File: config.mk
export PLATFORM = sky130hd
export DESIGN_NAME = button_conditioner
export DESIGN_NICKNAME = d
export VERILOG_FILES = /design/src/rtl/button_pkg.sv /design/src/rtl/button_channel.sv /design/src/rtl/button_conditioner.sv
export SDC_FILE = /design/constraint.sdc
export NUM_CORES = 1
export LEC_CHECK = 0
export ABC_AREA = 1
export BUFFER_PORTS_ARGS = -buffer_cell sky130_fd_sc_hd__buf_2
export CORE_UTILIZATION = 59
export CTS_CLUSTER_SIZE = 30
export DETAILED_ROUTE_END_ITERATION = 10
export PLACE_DENSITY = 0.73
export SETUP_SLACK_MARGIN = 0.05
export SYNTH_ARGS = -nofsm -noshare
export SYNTH_HDL_FRONTEND = slang
export SYNTH_HIERARCHICAL = 1
export SYNTH_SLANG_ARGS = --single-unit
export TNS_END_PERCENT = 30
File: constraint.sdc
create_clock -name clk -period 2.5 [get_ports clk]
set_clock_uncertainty 0.2 [all_clocks]
set_input_delay 0.125 -clock clk [delete_from_list [all_inputs] [get_ports clk]]
set_output_delay 0.125 -clock clk [all_outputs]
set_load 0.05 [all_outputs]
File: src/rtl/button_pkg.sv
// rtl/button_pkg.sv - shared channel state type, default timing constants and width helpers
package button_pkg;

    typedef enum logic [1:0] {
        IDLE       = 2'd0,
        WAIT_DELAY = 2'd1,
        REPEATING  = 2'd2
    } chan_state_t;

    localparam int DEF_NUM_BTN      = 5;
    localparam int DEF_STABLE_TICKS = 4;
    localparam int DEF_REPEAT_DELAY = 25;
    localparam int DEF_REPEAT_RATE  = 5;

    // Bits needed to hold values 0..max_val; never less than one bit.
    function automatic int cnt_width(input int max_val);
        return (max_val < 1) ? 1 : $clog2(max_val + 1);
    endfunction

    function automatic int max_int(input int a, input int b);
        return (a > b) ? a : b;
    endfunction

endpackage

File: src/rtl/button_channel.sv
// rtl/button_channel.sv - one debounced button with press one-shot and auto-repeat
module button_channel
    import button_pkg::*;
#(
    parameter int STABLE_TICKS = DEF_STABLE_TICKS,
    parameter int REPEAT_DELAY = DEF_REPEAT_DELAY,
    parameter int REPEAT_RATE  = DEF_REPEAT_RATE
) (
    input  logic clk,
    input  logic rst,
    input  logic tick,
    input  logic btn_raw,
    output logic btn_level,
    output logic btn_press,
    output logic btn_repeat
);

    localparam int SW = cnt_width(STABLE_TICKS);
    localparam int RW = cnt_width(max_int(REPEAT_DELAY, REPEAT_RATE));

    localparam logic [SW-1:0] STAB_LAST  = SW'(STABLE_TICKS - 1);
    localparam logic [RW-1:0] DELAY_LAST = RW'(REPEAT_DELAY - 1);
    localparam logic [RW-1:0] RATE_LAST  = RW'(REPEAT_RATE - 1);

    logic          raw_s1;
    logic          raw_s2;
    logic [SW-1:0] stab_cnt;
    logic [SW-1:0] stab_cnt_n;
    logic          flip;
    logic          level_n;
    logic [RW-1:0] rpt_cnt;
    logic [RW-1:0] rpt_cnt_n;
    logic          press_n;
    logic          repeat_n;
    chan_state_t   state;
    chan_state_t   state_n;

    // Bring the raw contact into the clk domain before any decision is made on it.
    always_ff @(posedge clk or posedge rst) begin
        if (rst) begin
            raw_s1 <= 1'b0;
            raw_s2 <= 1'b0;
        end else begin
            raw_s1 <= btn_raw;
            raw_s2 <= raw_s1;
        end
    end

    // Debounce: the level flips only after STABLE_TICKS consecutive disagreeing ticks.
    always_comb begin
        stab_cnt_n = stab_cnt;
        flip       = 1'b0;
        if (tick) begin
            if (raw_s2 != btn_level) begin
                if (stab_cnt == STAB_LAST) begin
                    flip       = 1'b1;
                    stab_cnt_n = '0;
                end else begin
                    stab_cnt_n = stab_cnt + SW'(1);
                end
            end else begin
                stab_cnt_n = '0;
            end
        end
    end

    assign level_n = btn_level ^ flip;

    // Press/repeat FSM; a release flip wins over any repeat falling due on the same tick.
    always_comb begin
        state_n   = state;
        rpt_cnt_n = rpt_cnt;
        press_n   = 1'b0;
        repeat_n  = 1'b0;
        if (tick) begin
            if (flip && !btn_level) begin
                press_n   = 1'b1;
                rpt_cnt_n = '0;
                state_n   = WAIT_DELAY;
            end else if (flip && btn_level) begin
                rpt_cnt_n = '0;
                state_n   = IDLE;
            end else begin
                case (state)
                    IDLE: begin
                        rpt_cnt_n = '0;
                    end
                    WAIT_DELAY: begin
                        if (rpt_cnt == DELAY_LAST) begin
                            repeat_n  = 1'b1;
                            rpt_cnt_n = '0;
                            state_n   = REPEATING;
                        end else begin
                            rpt_cnt_n = rpt_cnt + RW'(1);
                        end
                    end
                    REPEATING: begin
                        if (rpt_cnt == RATE_LAST) begin
                            repeat_n  = 1'b1;
                            rpt_cnt_n = '0;
                        end else begin
                            rpt_cnt_n = rpt_cnt + RW'(1);
                        end
                    end
                    default: begin
                        rpt_cnt_n = '0;
                        state_n   = IDLE;
                    end
                endcase
            end
        end
    end

    // Channel state and registered outputs; pulses last exactly one clk.
    always_ff @(posedge clk or posedge rst) begin
        if (rst) begin
            stab_cnt   <= '0;
            rpt_cnt    <= '0;
            state      <= IDLE;
            btn_level  <= 1'b0;
            btn_press  <= 1'b0;
            btn_repeat <= 1'b0;
        end else begin
            stab_cnt   <= stab_cnt_n;
            rpt_cnt    <= rpt_cnt_n;
            state      <= state_n;
            btn_level  <= level_n;
            btn_press  <= press_n;
            btn_repeat <= repeat_n;
        end
    end

endmodule

File: src/rtl/button_conditioner.sv
// rtl/button_conditioner.sv - slow-tick edge detector feeding NUM_BTN debounced button channels
module button_conditioner
    import button_pkg::*;
#(
    parameter int NUM_BTN      = DEF_NUM_BTN,
    parameter int STABLE_TICKS = DEF_STABLE_TICKS,
    parameter int REPEAT_DELAY = DEF_REPEAT_DELAY,
    parameter int REPEAT_RATE  = DEF_REPEAT_RATE
) (
    input  logic               clk,
    input  logic               rst,
    input  logic               tick_lvl,
    input  logic [NUM_BTN-1:0] btn_raw,
    output logic [NUM_BTN-1:0] btn_level,
    output logic [NUM_BTN-1:0] btn_press,
    output logic [NUM_BTN-1:0] btn_repeat,
    output logic               tick
);

    logic s1;
    logic s2;
    logic s3;

    // The divided clock is only data here: synchronize it, keep one history bit,
    // and register the rising-edge strobe. A level already high at reset release
    // yields one tick, which is harmless to the debouncers.
    always_ff @(posedge clk or posedge rst) begin
        if (rst) begin
            s1   <= 1'b0;
            s2   <= 1'b0;
            s3   <= 1'b0;
            tick <= 1'b0;
        end else begin
            s1   <= tick_lvl;
            s2   <= s1;
            s3   <= s2;
            tick <= s2 & ~s3;
        end
    end

    for (genvar i = 0; i < NUM_BTN; i++) begin : g_chan
        button_channel #(
            .STABLE_TICKS (STABLE_TICKS),
            .REPEAT_DELAY (REPEAT_DELAY),
            .REPEAT_RATE  (REPEAT_RATE)
        ) u_chan (
            .clk        (clk),
            .rst        (rst),
            .tick       (tick),
            .btn_raw    (btn_raw[i]),
            .btn_level  (btn_level[i]),
            .btn_press  (btn_press[i]),
            .btn_repeat (btn_repeat[i])
        );
    end

endmodule

# After elaboration in Yosys (flattened, before gate mapping)
# Cells that the tools add are included.
totals:
  ff_bits: 79
  in_bits: 8
op_classes:
  addsub: 10
  n_eq_ne: 40
  muxes: 110
  n_bitwise: 7
  n_reduce_logical: 30
op_table:
  columns: ["operator", "count"]
  rows:
  - ["5-bit two-way mux", 20]
  - ["1-bit two-way mux", 50]
  - ["5-bit one-hot mux with 2 select lines", 5]
  - ["2-bit two-way mux", 15]
  - ["3-bit two-way mux", 10]
  - ["5-bit by 1-bit adder with 5-bit output (second input constant)", 5]
  - ["5-bit by 3-bit == test with 1-bit output (second input constant)", 5]
  - ["5-bit == test (second input constant)", 5]
  - ["4-bit by 1-bit inequality test with 1-bit output (second input constant)", 5]
  - ["2-bit one-hot mux with 2 select lines", 5]
  - ["3-bit by 1-bit adder with 3-bit output (second input constant)", 5]
  - ["3-bit by 2-bit == test with 1-bit output (second input constant)", 5]
  - ["3-bit by 1-bit inequality test with 1-bit output (second input constant)", 5]
  - ["3-bit AND reduction", 5]
  - ["2-bit by 1-bit == test with 1-bit output (second input constant)", 5]
  - ["2-bit == test (second input constant)", 5]
  - ["1-bit logical AND", 10]
  - ["2-bit zero test", 5]
  - ["1-bit one-hot mux with 2 select lines", 5]
  - ["2-bit OR reduction", 5]
  - ["1-bit zero test", 5]
  - ["1-bit inequality test", 5]
  - ["1-bit XOR", 5]
  - ["1-bit bitwise AND", 1]
  - ["1-bit NOT", 1]

# Depth between registers and ports, before layout
# Gate-level depths: netlist (run 1).
depth:
  depth_word: 8
  mapped_depth: 9
  depth_no_buf: 9

# Hierarchy
# Netlist (run 1), hierarchy kept.
modules_own_cells:
  columns: ["module", "n_inst", "cells_per_inst", "area_per_inst_um2"]
  rows:
  - ["button_channel at g_chan[0].u_chan ...", 4, 100, 827.0]
  - ["button_channel at g_chan[4].u_chan", 1, 101, 858.3]
  - ["button_conditioner", 1, 7, 113.9]

# Worst setup path after synthesis (run 1)
# No wires, ideal clock.
synth_timing:
  path_kind: "flip-flop to flip-flop"
  from: "register tick"
  to: "register g_chan[4].u_chan.rpt_cnt[0]"
  arrival_ps: 2075
  required_ps: 2179
  path_slack_ps: 104
  stages_incl_launch_ff: 10
  path_buffers: 1
  synth_period_minus_slack_ps: 2396
  cell_sequence: "dfrtp_1 buf_2 nand2_1 nor2_1 ha_1 nor2_2 inv_1 nor3_4 nand3_1 o21ai_1"
synth_between:
  elab_chain_cells: 4
  word_cells_on_any_way: 5
  classes_between: "mux: 3; reduce/logical: 2"
synth_rtl:
  columns: ["element", "line", "source"]
  rows:
  - ["start, declared", "button_conditioner.sv:17", "output logic tick"]
  - ["start signal, assigned", "button_conditioner.sv:37", "tick <= s2 & ~s3;"]
  - ["1-bit two-way mux", "button_channel.sv:53", "if (tick) begin"]
  - ["1-bit logical AND", "button_channel.sv:80", "end else if (flip && btn_level) begin"]
  - ["5-bit two-way mux", "button_channel.sv:80", null]
  - ["5-bit two-way mux", "button_channel.sv:76", "if (flip && !btn_level) begin"]
  - ["end signal, assigned", "button_channel.sv:125", "rpt_cnt <= rpt_cnt_n;"]
  - ["end, declared", "button_channel.sv:31", "logic [RW-1:0] rpt_cnt;"]
# Several ways; a longest one is shown, not always the timed one.
# A chain may end at the register's enable or synchronous reset.

# Worst setup path after layout (run 1)
layout_timing:
  from: "register tick"
  to: "register g_chan[4].u_chan.rpt_cnt[3]"
# Same word-level chain as after synthesis.

==> metrics.yaml, run 1 <==
run_status:
  status: "finished clean"
die:
  die_y_um: 87.2
  rows: 30
  start_util_pct: 62.0
  core_region_area_mm2: 0.00691
  die-area_mm2: 0.00760
  die_w_um: 87.2
  io-pin-count: 24
grt:
  track_usage_pct: 22.3
  grt_max_degree: 25
  grt_pass1_vias: 3134
  antenna_found_initial: 0
  grt_pass1_wl_mm: 13.1
  grt-ovfl-total: 0
power_and_ir_drop:
  ir_worst_vdd_mv: 0.540
  power_density_mw_per_mm2: 689
  leakagePower_uw: 0.00259
route:
  vias: 3140
  drtIter0Drc: 108
  wirelength_met1_mm: 3.43
  final_antenna_net_count: 0
  wire_per_inst_um: 11.2
  drc_errors: 0
  wl_mm: 7.27
  highest_layer: "met4"
  dr_wl_met2_mm: 3.58
  met3_wirelength_um: 124
  firstDrtPassIters: 4
  viasPerCell: 4.85
critical_path:
  required_ps: 2530
  r2r_start: "tick"
  crit_type: "reg2reg"
  worst-path-max-fanout: 24
  crit_buf_inv: 1
  cp_slowest_stage_delay_ps: 650
  slowest_stage: "dfrtp_2"
  cp.arrival_ps: 1970
  cp-start-kind: "register"
  path_cells: "nand2_1 > nor2_1 > ha_1 > nor2_2 > inv_1 > nor2_4 > nand2_2 > a21oi_1"
  crit_start: "tick"
  critPathCaptureType: "register"
  crit_family: "flip-flops"
logic_synthesis:
  yosysMostFrequentCell: "nand2_1"
  synth_edf_count: 0
  ys_ff_latch: 79
  yosysTopAreaCell: "dfrtp_1"
  ys_async_sr_fraction_pct: 100
  synth_common_cells: "nand2_1 (108), inv_1 (96), dfrtp_1 (79)"
  yosysWarnings: 6
  syn_nets: 556
  yosysUniqueCellTypes: 21
  synth.avg_cell_area_um2: 8.43
  synth.area.top_cells: "dfrtp_1 (46%), ha_1 (12%), nand2_1 (9.5%), inv_1 (8.4%), nor2_1 (4.1%)"
  syn_inst: 508
  synth_top_area_share_pct: 46.2
  yosysSeqAreaShare_pct: 46.2
  synth.cell_area_mm2: 0.00428
  synth-main-ff-cell: "dfrtp_1"
timing:
  fin_crit_ps: 1950
  fin_hold_ws_ps: 55.8
  fin_setup_tns_ps: 0
  timing.fmax_mhz: 514
  fin_crit_sh_pct: 77.8
  setup_viol: 0
  tightest_slew_ps: 584
  final_max_slew_viol_count: 0
  maxSlewHeadroom_pct: 61.1
  hold_viol: 0
  rsz0062_at_grt: "no"
clock_network:
  cts-hold-fix-buffers: 7
  numCtsBuffers: 9
  cts.repair.resized: 0
  cts-root-buf: "clkbuf_8"
  clock_latency_ps: 350
  cts_tree: "done"
  clock_path_buffers: 2
  clkSinkCount: 79
  htree_levels: 3
  clkTransAtPathRegs_ps: 80
  cts_setup_buffers: 0
worst_hold_path:
  hold_path_class: "in2async"
final_layout:
  drive_above_1_share_pct: 13.6
  nets: 594
  antenna_cells: 0
  syn_to_final_growth_pct: 12.5
placement:
  port_buffers: 23
  routabilityCongestion: 0.785
  dp_hpwl_mm: 5.32
job:
  maxCapViolations: 0
metal layers:
metal,vias to the layer above,GRT usage (%)
met5,-,0
met4,0,10.7
met3,12,3.32
met2,30,38.6
met1,1450,27.3
li1,1648,-
registers in the layout, indices dropped and copies added, names as in the netlist:
name                      flops
g_chan.u_chan/raw_s2          5
g_chan.u_chan/state          10
g_chan.u_chan/raw_s1          5
g_chan.u_chan/btn_repeat      5
s3                            1
g_chan.u_chan/btn_level       5
g_chan.u_chan/rpt_cnt        25
tick                          1
g_chan.u_chan/stab_cnt       15
s1                            1
s2                            1
g_chan.u_chan/btn_press       5
per-stage QoR:
stage	util (%)	instances	total power (uW)	setup slack, ps	instance area, um2
2_1_floorplan	-	508	2080	104	4280
3_3_place_gp	65.3	624	2210	642	4510
3_5_place_dp	65.3	624	2250	567	4510
4_1_cts	69.7	647	3360	523	4810
5_1_grt	69.7	647	3520	333	4810
6_report	69.7	647	3320	554	4810
worst min-delay path, stage by stage:
cell and delay [ps]:
dlygate4sd3_1 530, buf_2 170, inv_1 140
logic make-up after synthesis:
group / Yosys count / synth area share, %
flip-flops: 79 / 46.2
buffers and inverters: 108 / 9.65
adder cells (fa/ha/maj): 40 / 11.7
XOR/XNOR: 15 / 3.07
AND/OR/NAND/NOR: 217 / 22.3
AO/OA/AOI/OAI: 49 / 7.07
final cells by class:
cell class / instances / area (um2)
Fill cell: 571 / 2090
Sequential cell: 79 / 1980
Multi-Input combinational cell: 321 / 1890
Inverter: 102 / 383
Timing Repair Buffer: 33 / 208
Clock buffer: 13 / 169
Tap cell: 96 / 120
Clock inverter: 3 / 65.1
where the power goes:
part	internal, uW	total, uW	leakage (uW)	switching (uW)
registers	1410	1510	0.00106	102
clock network	644	1090	0.000120	448
logic	238	716	0.00141	478
final timing paths:
check | endpoint | slack, ps | depth (start not counted)
max | g_chan[4].u_chan/rpt_cnt[3] | 550 | 8
min | s1 | 60 | 3
max reg2reg | g_chan[4].u_chan/rpt_cnt[3] | 550 | 8
min reg2reg | g_chan[2].u_chan/raw_s2 | 160 | 0
max in group asynchronous | g_chan[1].u_chan/btn_repeat | 1470 | 3
min in group clk | g_chan[2].u_chan/raw_s2 | 160 | 0
cell usage in the layout, fill, tap and decap left out, types with 2 or more instances in the layout:
| cell | instances |
|---|---|
| nand2_1 | 108 |
| inv_1 | 96 |
| dfrtp_1 | 78 |
| nor2_1 | 47 |
| ha_1 | 40 |
| nand3_1 | 35 |
| buf_2 | 23 |
| a21oi_1 | 20 |
| o21ai_0 | 17 |
| xor2_1 | 15 |
| clkbuf_8 | 12 |
| nand4_1 | 10 |
| nand2_2 | 8 |
| dlygate4sd3_1 | 7 |
| inv_2 | 6 |
| o22ai_2 | 5 |
| a21oi_2 | 5 |
| nor3_2 | 4 |
| nor2_2 | 3 |
| buf_4 | 3 |
| bufinv_16 | 2 |
(Power assumes the default switching activity.)
==> inputs of run 2 (changes only) <==
--- a/config.mk
+++ b/config.mk
@@ -7,10 +7,10 @@
 export LEC_CHECK = 0
 export ABC_AREA = 1
 export BUFFER_PORTS_ARGS = -buffer_cell sky130_fd_sc_hd__buf_2
-export CORE_UTILIZATION = 59
+export CORE_UTILIZATION = 55
 export CTS_CLUSTER_SIZE = 30
 export DETAILED_ROUTE_END_ITERATION = 10
-export PLACE_DENSITY = 0.73
+export PLACE_DENSITY = 0.72
 export SETUP_SLACK_MARGIN = 0.05
 export SYNTH_ARGS = -nofsm -noshare
 export SYNTH_HDL_FRONTEND = slang
==> constraint.sdc (replaced) <==
create_clock -name clk -period 1.64 [get_ports clk]
set_clock_uncertainty 0.2 [all_clocks]
set_input_delay 0.082 -clock clk [delete_from_list [all_inputs] [get_ports clk]]
set_output_delay 0.082 -clock clk [all_outputs]
set_load 0.05 [all_outputs]
==> metrics.yaml, run 2 (synthesized netlist as in run 1, its figures left out) <==
run_status:
  status: "finished with violations"
  violations: "negative setup slack"
placement:
  port_buffers: 23
  pre_cts_ws_ps: -122
  dp_hpwl_mm: 5.44
  routabilityCongestion: 0.767
  post-place-cells: 647
final_layout:
  nets: 636
  layout_common_cells: "nand2_1 (95), inv_1 (86), dfrtp_1 (73), buf_4 (37), nor2_1 (32)"
  reg.largest.list: "g_chan.u_chan/rpt_cnt (25), g_chan.u_chan/stab_cnt (15), g_chan.u_chan/state (10)"
  mostFrequentLayoutCell: "nand2_1"
  nFillCells: 521
  syn_to_final_growth_pct: 29.6
  utilization_pct: 75.3
  drive_above_1_share_pct: 33.2
  multi_input_area_mm2: 0.00231
  register_area_mm2: 0.00199
  layout.cells.non_filler: 692
  largest_register_ffs: 25
  regMostFlops: "g_chan.u_chan/rpt_cnt"
  antenna_cells: 0
die:
  core_region_area_mm2: 0.00737
  die_w_um: 90.2
  die-area_mm2: 0.00814
  die_y_um: 90.2
  start_util_pct: 58.1
  rows: 31
  io-pin-count: 24
critical_path:
  worst-path-max-fanout: 4
  crit_type: "reg2reg"
  cp.arrival_ps: 1790
  required_ps: 1660
  cp-start-kind: "register"
  critPathCaptureType: "register"
grt:
  grt_max_degree: 30
  grt-ovfl-total: 0
  antenna_found_initial: 0
  grt_pass1_wl_mm: 15.0
  grt_pass1_vias: 3477
  track_usage_pct: 23.1
timing:
  hold_viol: 0
  fin_hold_ws_ps: 37.8
  rsz0062_at_grt: "yes"
  fin_crit_ps: 1770
  fin_ws_ps: -132
  fin_crit_sh_pct: 108
  tightest_slew_ps: 599
  final_max_slew_viol_count: 0
  timing.fmax_mhz: 564
  maxSlewHeadroom_pct: 60.0
  setup_viol: 34
route:
  drtIter0Drc: 166
  firstDrtPassIters: 4
  final_antenna_net_count: 0
  drc_errors: 0
  wl_mm: 8.73
  wire_per_inst_um: 12.6
  viasPerCell: 4.95
  vias: 3422
clock_network:
  clock_path_buffers: 2
  htree_levels: 3
  clock_latency_ps: 340
  clkTransAtPathRegs_ps: 80
  clkSinkCount: 79
  cts_tree: "done"
  cts-root-buf: "clkbuf_8"
  numCtsBuffers: 9
power_and_ir_drop:
  p_switching_uw: 1870
  p_sw_share_pct: 34.7
  power_frac_comb_pct: 32.6
  seqPwrFrac_pct: 42.9
  power_density_mw_per_mm2: 973
  p_int_uw: 3530
  ir_worst_vdd_mv: 0.939
  clockPowerShare_pct: 24.6
  leakagePower_uw: 0.00278
worst_hold_path:
  hold_path_class: "in2async"
job:
  maxCapViolations: 0
-- run 2: cell types whose count changed in the layout (fill, tap and decap cells not counted), sizes merged --
cell,before,now
clkinvlp,0,1
buf,26,68
bufinv,2,0
clkinv,1,2
-- run 2: repair_timing --
item                                    CTS  global route
setup buffers                            21             2
endpoints found under the setup margin   42            46
resized for setup                        65            35
hold buffers                              7             0
pin swaps                                39            29
hold endpoints to repair                 85             0
-- run 2: per-layer routing --
| layer | part of all wire [%] | global-route usage, % |
|---|---|---|
| met1 | 45 | 28.5 |
| met2 | 52 | 41.2 |
| met3 | 2.2 | 3.13 |
| met4 | 0.99 | 8.20 |
| met5 | 0 | 0 |
-- run 2: layout make-up --
class	instances	area share (%)
clock inverters	3	0.316
clock buffers	13	2.86
multi-input cells	321	41.6
inverters	102	6.90
repair buffers	75	10.2
well taps	99	2.23
flip-flops and latches	79	35.8
-- run 2: path summary, 6_finish.rpt --
check | start | to | slack, ps | cells past startpoint
setup / recovery | g_chan[2].u_chan/btn_level | g_chan[2].u_chan/state[0] | -130 | 9
hold / removal | rst | tick | 40 | 3
setup reg to reg | g_chan[2].u_chan/btn_level | g_chan[2].u_chan/state[0] | -130 | 9
hold reg to reg | s1 | s2 | 150 | 0
max in group asynchronous | rst | g_chan[3].u_chan/btn_level | 580 | 3
min in group clk | s1 | s2 | 150 | 0
-- run 2: worst max-delay path, stage by stage (launching register included) --
cell and delay, ps:
dfrtp_2 440, xor2_2 210, nand2_2 100, nor2_4 170, ha_4 190, nor2_2 50
nand2_2 80, nand3_2 80, nand2_1 80, nand2_1 60
-- run 2: through the flow --
stage | setup TNS (ps) | area [um2] | power (uW)
after floorplan | -7490 | 4370 | 3220
after global placement | -1760 | 4720 | 3580
after detailed placement | -3390 | 4720 | 3640
after CTS | -971 | 5390 | 5240
after global routing | -5170 | 5550 | 5730
final | -1570 | 5550 | 5400
-- run 2: power groups by stage --
stage | registers, uW | logic (uW) | clock network, uW
after floorplan | 2470 | 750 | 0
final | 2310 | 1760 | 1330
after global routing | 2340 | 1960 | 1440
after CTS | 2300 | 1580 | 1360
after detailed placement | 2320 | 1320 | 0
after global placement | 2310 | 1280 | 0
==> inputs of run 3 (changes only) <==
--- a/config.mk
+++ b/config.mk
@@ -7,6 +7,7 @@
 export LEC_CHECK = 0
 export ABC_AREA = 1
 export BUFFER_PORTS_ARGS = -buffer_cell sky130_fd_sc_hd__buf_2
+export CORE_ASPECT_RATIO = 0.8
 export CORE_UTILIZATION = 55
 export CTS_CLUSTER_SIZE = 30
 export DETAILED_ROUTE_END_ITERATION = 10
==> metrics.yaml, run 3 (synthesized netlist as in run 1, its figures left out) <==
power_and_ir_drop:
  p_sw_share_pct: 32.5
  ir_worst_vdd_mv: 0.793
  power_density_mw_per_mm2: 1020
  leakagePower_uw: 0.00282
  clockPowerShare_pct: 28.5
  p_int_uw: 3840
  power_frac_comb_pct: 30.6
  p_switching_uw: 1840
  seqPwrFrac_pct: 40.8
  finalPower_uw: 5680
critical_path:
  slowest_stage: "dfrtp_2"
  critical_path.most_common_cell: "nand2_1"
  required_ps: 1680
  critPathCaptureType: "register"
  crit_type: "reg2reg"
  worst-path-max-fanout: 3
  crit_family: "simple AND/OR/NAND/NOR gates"
  crit_buf_inv: 1
  path_cells: "xor2_4 > nand2_4 > nor2_4 > ha_4 > buf_6 > nor2_2 > nand2_2 > nand3_2 > nand2_1 > nand2_1"
  cp_slowest_stage_delay_ps: 450
  cp.arrival_ps: 1870
  cp-start-kind: "register"
grt:
  met2_usage_pct: 39.5
  top_usage_layer: "met2"
  grt_max_degree: 16
  grt_pass1_vias: 3331
  grt-ovfl-total: 0
  grt_pass1_wl_mm: 14.0
  grt_use_met3_pct: 4.91
  antenna_found_initial: 0
  track_usage_pct: 22.0
  use_met1_pct: 27.0
placement:
  dp_hpwl_mm: 5.70
  routabilityCongestion: 0.841
  port_buffers: 23
  placed_area_mm2: 0.00475
  post-place-cells: 656
clock_network:
  clkSinkCount: 79
  htree_levels: 3
  cts_tree: "done"
  clock_latency_ps: 350
  clock_path_buffers: 2
  cts-root-buf: "clkbuf_8"
  clkTransAtPathRegs_ps: 80
  numCtsBuffers: 9
timing:
  rsz0062_at_grt: "yes"
  fin_crit_ps: 1830
  fin_hold_ws_ps: 9.59
  hold_viol: 0
  fin_crit_sh_pct: 112
  tightest_slew_ps: 599
  fin_ws_ps: -191
  final_max_slew_viol_count: 0
  timing.fmax_mhz: 546
  maxSlewHeadroom_pct: 60.0
  setup_viol: 40
die:
  io-pin-count: 24
  core_region_area_mm2: 0.00746
  die_y_um: 80.9
  die_w_um: 101
  die-area_mm2: 0.00814
  rows: 28
  start_util_pct: 57.4
final_layout:
  reg.largest.list: "g_chan.u_chan/rpt_cnt (25), g_chan.u_chan/stab_cnt (15), g_chan.u_chan/state (10)"
  layout_common_cells: "nand2_1 (93), inv_1 (88), dfrtp_1 (73), buf_4 (37), nor2_1 (31)"
  regMostFlops: "g_chan.u_chan/rpt_cnt"
  drive_above_1_share_pct: 33.3
  postLayoutCellArea_mm2: 0.00560
  syn_to_final_growth_pct: 30.7
  layout.cells.non_filler: 700
  nets: 638
  mostFrequentLayoutCell: "nand2_1"
  nFillCells: 522
  largest_register_ffs: 25
  antenna_cells: 0
route:
  vias: 3491
  firstDrtPassIters: 4
  drc_errors: 0
  wl_mm: 8.88
  viasPerCell: 4.99
  final_antenna_net_count: 0
  drtIter0Drc: 133
  wire_per_inst_um: 12.7
run_status:
  violations: "negative setup slack"
  status: "finished with violations"
worst_hold_path:
  hold_path_class: "in2async"
job:
  maxCapViolations: 0
[run 3: power by group through the flow]
stage | registers (uW) | clock network (uW) | logic [uW]
4_1_cts | 2300 | 1650 | 1560
6_report | 2320 | 1620 | 1740
3_5_place_dp | 2320 | 0 | 1340
3_3_place_gp | 2310 | 0 | 1290
2_1_floorplan | 2470 | 0 | 750
5_1_grt | 2340 | 1730 | 1940
[run 3: final cells by class]
cell class	instances	area, um2	share of cell area, %
Clock inverter	3	65.1	1.16
Sequential cell	79	1990	35.5
Clock buffer	13	159	2.84
Timing Repair Buffer	77	582	10.4
Tap cell	105	131	2.35
Inverter	102	383	6.84
Multi-Input combinational cell	321	2290	40.9
[run 3: through the flow]
stage	utilization, %	TNS [ps]	setup WS, ps
after floorplan	-	-7490	-207
after global placement	63.7	-1360	-85.0
after detailed placement	63.7	-2840	-126
after CTS	71.7	-1970	-114
after global routing	75.0	-5730	-276
final	75.0	-2320	-191
[run 3: final timing paths]
path	to	from	depth (start not counted)	slack [ps]
max in group asynchronous	g_chan[2].u_chan/btn_level	rst	3	610
hold reg to reg	g_chan[3].u_chan/raw_s2	g_chan[3].u_chan/raw_s1	0	150
min in group clk	g_chan[3].u_chan/raw_s2	g_chan[3].u_chan/raw_s1	0	150
setup reg to reg	g_chan[2].u_chan/state[0]	g_chan[2].u_chan/btn_level	10	-190
setup / recovery	g_chan[2].u_chan/state[0]	g_chan[2].u_chan/btn_level	10	-190
hold / removal	s1	rst	3	10
[run 3: timing repair]
| item | 4_1_cts | 5_1_grt |
|---|---|---|
| cloned | 0 | 0 |
| endpoints found under the hold margin | 85 | 0 |
| resized for setup | 46 | 47 |
| setup endpoints to repair | 41 | 46 |
| pin swaps | 32 | 25 |
| setup buffers | 16 | 5 |
| hold buffers | 7 | 0 |
[run 3: worst register-to-register path: stages (launching register included)]
cell     delay [ps]
dfrtp_2         450
xor2_4          200
nand2_4          70
nor2_4          170
ha_4            190
buf_6           100
nor2_2           40
nand2_2          80
nand3_2          70
nand2_1          90
nand2_1          60
[run 3: per-layer routing]
metal	share of wire, %	vias up
met2	52	55
met1	44	1693
met3	2.6	9
li1	-	1734
met4	1.2	0
met5	0	-
